===== config.mk =====
export PLATFORM = sky130hd
export DESIGN_NAME = q_update_engine
export DESIGN_NICKNAME = d
export VERILOG_FILES = /design/src/rtl/q_update_engine.sv
export SDC_FILE = /design/constraint.sdc
export NUM_CORES = 1
export LEC_CHECK = 0
export ABC_AREA = 1
export ABC_CLOCK_PERIOD_IN_PS = 5590
export CAP_MARGIN = 5
export CORE_ASPECT_RATIO = 0.5
export CORE_UTILIZATION = 42
export DETAILED_ROUTE_END_ITERATION = 10
export PLACE_DENSITY = 0.81
export SLEW_MARGIN = 20
export SYNTH_ARGS = -nofsm -noshare
export SYNTH_HDL_FRONTEND = slang
export SYNTH_SLANG_ARGS = --single-unit
export TNS_END_PERCENT = 20

===== constraint.sdc =====
create_clock -name clk -period 5.59 [get_ports clk]
set_clock_uncertainty 0.2 [all_clocks]
set_input_delay 1.3975 -clock clk [delete_from_list [all_inputs] [get_ports clk]]
set_output_delay 1.3975 -clock clk [all_outputs]
set_load 0.02 [all_outputs]

===== src/rtl/q_update_engine.sv =====
// Temporal-difference Q-row updater: reads Q(s') and Q(s), then writes back the row with lane a updated.
// Optional macro QUPD_SAT_EN saturates the updated lane; without it the lane wraps to 16 bits.
module q_update_engine #(
    parameter int ALPHA_SHIFT = 2,
    parameter int GAMMA_SHIFT = 3,
    parameter int STATE_W     = 6
) (
    input  logic               clk,
    input  logic               rst_n,
    input  logic               in_valid,
    output logic               in_ready,
    input  logic [STATE_W-1:0] in_state,
    input  logic [3:0]         in_action,
    input  logic [15:0]        in_reward,
    input  logic [STATE_W-1:0] in_next_state,
    input  logic               in_terminal,
    output logic               rd_en,
    output logic [STATE_W-1:0] rd_addr,
    input  logic [63:0]        rd_data,
    output logic               wr_en,
    output logic [STATE_W-1:0] wr_addr,
    output logic [63:0]        wr_data,
    output logic               done,
    output logic               err
);

    typedef enum logic [2:0] {IDLE, RD_NEXT, RD_CUR, CALC, WRITE} state_t;

    state_t state, state_nx;

    logic [STATE_W-1:0] s_p0;
    logic [STATE_W-1:0] ns_p0;
    logic [3:0]         act_p0;
    logic signed [15:0] rew_p0;
    logic               term_p0;
    logic signed [15:0] max_next_p1;
    logic [63:0]        row_p2;
    logic               err_q;

    logic               accept;
    logic               onehot;
    logic signed [15:0] q_cur;
    logic signed [17:0] r18, mx18, q18, target, delta, qn18;
    logic signed [15:0] q_new;
    logic [63:0]        row_new;

    function automatic logic signed [15:0] lane_max(input logic [63:0] row);
        logic signed [15:0] m;
        logic signed [15:0] v;
        m = row[15:0];
        for (int i = 1; i < 4; i++) begin
            v = row[16*i +: 16];
            if (v > m) m = v;
        end
        return m;
    endfunction

    function automatic logic signed [15:0] narrow(input logic signed [17:0] v);
`ifdef QUPD_SAT_EN
        if (v > 18'sd32767)
            return 16'sh7FFF;
        else if (v < -18'sd32768)
            return 16'sh8000;
        else
            return v[15:0];
`else
        return v[15:0];
`endif
    endfunction

    assign accept = in_valid && (state == IDLE);
    assign onehot = (in_action != 4'b0000) && ((in_action & (in_action - 4'd1)) == 4'b0000);

    // CALC stage: rd_data holds row s, max_next_p1 holds max Q(s')
    always_comb begin
        q_cur = '0;
        for (int i = 0; i < 4; i++) begin
            if (act_p0[i]) q_cur = rd_data[16*i +: 16];
        end
        r18    = {{2{rew_p0[15]}}, rew_p0};
        mx18   = {{2{max_next_p1[15]}}, max_next_p1};
        q18    = {{2{q_cur[15]}}, q_cur};
        target = r18 + mx18 - (mx18 >>> GAMMA_SHIFT);
        delta  = target - q18;
        qn18   = q18 + (delta >>> ALPHA_SHIFT);
        q_new  = narrow(qn18);
        row_new = rd_data;
        for (int i = 0; i < 4; i++) begin
            if (act_p0[i]) row_new[16*i +: 16] = q_new;
        end
    end

    always_comb begin
        state_nx = state;
        in_ready = 1'b0;
        rd_en    = 1'b0;
        rd_addr  = ns_p0;
        wr_en    = 1'b0;
        case (state)
            IDLE: begin
                in_ready = 1'b1;
                if (accept && onehot) state_nx = RD_NEXT;
            end
            RD_NEXT: begin
                rd_en    = !term_p0;
                state_nx = RD_CUR;
            end
            RD_CUR: begin
                rd_en    = 1'b1;
                rd_addr  = s_p0;
                state_nx = CALC;
            end
            CALC: state_nx = WRITE;
            WRITE: begin
                wr_en    = 1'b1;
                state_nx = IDLE;
            end
            default: state_nx = IDLE;
        endcase
    end

    assign wr_addr = s_p0;
    assign wr_data = row_p2;
    assign err     = err_q;
    assign done    = wr_en | err_q;

    always_ff @(posedge clk) begin
        if (!rst_n) begin
            state       <= IDLE;
            s_p0        <= '0;
            ns_p0       <= '0;
            act_p0      <= '0;
            rew_p0      <= '0;
            term_p0     <= 1'b0;
            max_next_p1 <= '0;
            row_p2      <= '0;
            err_q       <= 1'b0;
        end else begin
            state <= state_nx;
            err_q <= accept && !onehot;
            if (accept) begin
                s_p0    <= in_state;
                ns_p0   <= in_next_state;
                act_p0  <= in_action;
                rew_p0  <= in_reward;
                term_p0 <= in_terminal;
            end
            // RD_NEXT / RD_CUR boundary: Q(s') arrives one cycle after its read
            if (state == RD_NEXT && term_p0) max_next_p1 <= '0;
            if (state == RD_CUR && !term_p0) max_next_p1 <= lane_max(rd_data);
            // CALC / WRITE boundary
            if (state == CALC) row_p2 <= row_new;
        end
    end

endmodule

==> out/summary.txt <==
Routed len/inst -> 22.8 µm
Final #Nets -> 2072
Clk pwr share -> 12.8%
Simple-Gate Fraction of Synth Area -> 26.8%
Total core area -> 22900 µm²
Top FF cell, synth -> dfxtp_1
Pre-CTS setup slack -> -1340 ps
Tot Pwr -> 9.91 mW
Reg2reg setup slack -> -380 ps
Max-cap violations -> 0
Most frequent cell after synthesis -> nand2_1
Status -> complete, but fails checks
Syn Nets -> 1602
Mapped cell area -> 9850 µm²
DRC Markers -> 49
Failing checks -> design-rule violations, negative setup slack
Ranking of synthesized cells by area -> dfxtp_1, nand2_1, ha_1
Fmax -> 155 MHz
FFs w/ async S/R, synth -> 0%
HPWL after detailed placement -> 27.9 mm
Worst path slowest cell -> ha_4
Period utilisation layout -> 116%
Worst slew margin -> 26.5%
TritonCTS clock tree -> done
Initial Util -> 43.0%
Yosys top cell by area -> dfxtp_1
Final Hold Viols -> 0
Crit path max fanout -> 8
Fraction of layout cells with a size suffix above 1 -> 39.3%
Worst-Margin Slew -> 1100 ps
Post-synth top cells -> nand2_1, a21oi_1, inv_1
Synth Area in Compound Gates -> 20.5%
Reg2reg end -> wr_data[31]$_SDFFE_PN0P_
R2r worst-path depth -> 32
Total Wirelength -> 49.7 mm
First-pass GRT wire length -> 66.4 mm
DIE AREA -> 24100 µm²
Clock Sinks -> 117
Post-synthesis mux area share -> 0%
Minimum clock period -> 6460 ps
1st-pass router iterations -> 11
Setup TNS -> -29560 ps
Row count -> 39
Comb pwr share -> 78.1%
RR Startpoint -> act_p0[1]$_SDFFE_PN0P_
Synth Area per Inst -> 7.09 µm²
Clock Tree Root -> clkbuf_16
Skew-Pair Late Insertion Delay -> 450 ps
Worst-path clk slew -> 60 ps
Setup ws final -> -870 ps
Final Util -> 72.6%
Flop pwr share -> 9.1%
Fill cell count -> 1418
Antenna violations before repair -> 0
Setup crit end kind -> flip-flop
Sw Share -> 49.1%
Hold Path Class -> reg -> reg
Synth cell types -> 56
Cts bufs inserted -> 17
RSZ-0062 raised after global routing -> yes
Overflow after GRT -> 0
Ant diodes -> 0
PortBufs -> 180
Largest stage delay, worst path -> 290 ps
XOR/XNOR Fraction of Synth Area -> 2.22%
Number of flops mapped to enable cells by yosys -> 0
Most frequent CP cell -> nand2_1
Number of global-route vias before repair -> 12253
Hold Startpoint -> ns_p0[2]$_SDFFE_PN0P_
Startpoint class of the critical path -> input pin
Largest family of logic cells by synthesized area -> simple AND/OR/NAND/NOR gates
Yosys reg bits -> 117
Final Cell Area -> 16600 µm²
Hold Path Sink -> ns_p0[2]$_SDFFE_PN0P_
Sequential cell area fraction in the yosys report -> 23.8%
Register area -> 2340 µm²
Cell leakage power -> 7.30 nW
CP Class -> in -> reg
Pins Over Slew Limit -> 0
Detailed Route Iter0 Violations -> 2206
Post-Synth Adder-Cell Area -> 17.1%
PD cells -> 597 nW/µm²
Finish-stage setup viols -> 60
Psw -> 4.87 mW
Die H -> 110 µm
Min-Delay Path Depth -> 2
Arr. time, crit path -> 6550 ps
Synthesis-to-finish area growth -> 68.7%
Synth top area share -> 23.8%
Mapped Cells -> 1388
Critical Path RT -> 5680 ps
Placed cell area -> 13800 µm²
Synth warnings -> 0
IO Pins -> 181
Overall Global Routing Usage -> 36.2%
Clk buf depth -> 2
Area of the multi-input gates -> 8110 µm²
H-tree Lvls -> 4
Routability Congestion -> 0.954
VDD IR max -> 0.562 mV
Chip width -> 219 µm
DR vias -> 13356
Antenna violation net count after detailed routing -> 0
Routed vias/inst -> 6.13
P_int -> 5.04 mW
Largest net degree at the start of global routing -> 74
==> worst max path at each step <==
stage                                    to  slack, ps         from  cells past startpoint
3_5_place_dp       wr_data[31]$_SDFFE_PN0P_      -1340  rd_data[24]                     28
3_3_place_gp   max_next_p1[10]$_SDFFE_PN0P_      -1230   rd_data[7]                     39
4_1_cts            wr_data[63]$_SDFFE_PN0P_       -280  rd_data[18]                     32
2_1_floorplan  max_next_p1[11]$_SDFFE_PN0P_       -160  rd_data[13]                     35
6_report       max_next_p1[13]$_SDFFE_PN0P_       -870  rd_data[14]                     44
5_1_grt            wr_data[14]$_SDFFE_PN0P_      -1020  rd_data[22]                     30
==> cell usage in the layout (no fill, tap or decap), types with 17 or more instances in the layout <==
cell and n:
buf_4 299, nand2_1 240, a21oi_1 156, clkdlybuf4s50_1 134, inv_1 122, dfxtp_1 117, nand2_2 62, nand3_1 55
o21ai_0 53, nor2_1 44, ha_4 42, inv_2 37, ha_1 37, a21oi_2 31, nand3_4 31, nand3_2 28
fa_1 28, o211ai_1 25, buf_2 24, buf_6 22, nand4_1 20, o21ai_2 20, clkbuf_16 18, nand2_4 17
==> kinds of logic after synthesis <==
family          count (synthesis)
simple gates                  545
compound gates                356
buf+inv                       231
flops                         117
fa+ha+maj                     114
xor+xnor                       25
==> through the flow <==
step	instances	hold slack, ps
2_1_floorplan	1388	225
3_3_place_gp	2064	234
3_5_place_dp	2064	240
4_1_cts	2165	248
5_1_grt	2178	284
6_report	2178	247
==> layer usage <==
layer	wire (µm)	vias up	global-route usage (%)
met1	18400	6150	46.4
li1	-	5617	-
met4	3570	4	14.6
met3	6600	426	10.5
met2	21000	1159	57.5
met5	107	-	0
==> critical path, delay by kind of cell <==
family                     cells  cell delay, ps
AOI/OAI and AO/OA              5             650
adders and majority gates      3             830
buffers and inverters         12            1340
and+or+nand+nor               24            2290
==> power by group through the flow <==
stage / sequential (mW) / clock (mW) / combinational, mW
global placement: 0.917 / 0 / 5.55
finish: 0.902 / 1.27 / 7.74
floorplan: 0.918 / 0 / 2.85
global route: 0.906 / 1.30 / 8.03
CTS: 0.901 / 1.23 / 6.64
detailed placement: 0.918 / 0 / 5.63
==> layout make-up <==
type,count,share of cell area (%)
Sequential cell,117,14.1
Clock buffer,20,2.63
Tap cell,307,2.31
Timing Repair Buffer,517,27.2
Inverter,164,3.75
Clock inverter,12,1.21
Multi-Input combinational cell,1041,48.8
==> flip-flops by register name, summed over array words and instances, names as in the netlist <==
register,flops
act_p0,4
ns_p0,6
wr_addr,6
state,3
max_next_p1,16
rew_p0,16
wr_data,64
err,1
term_p0,1
==> what timing repair did <==
action / in CTS / in global routing
buffers inserted: 66 / 13
hold buffers: 0 / 0
cloned: 4 / 1
pin swaps: 135 / 47
setup endpoints to repair: 68 / 65
gates resized for setup: 400 / 103
Power figures use the tool's default switching activity.
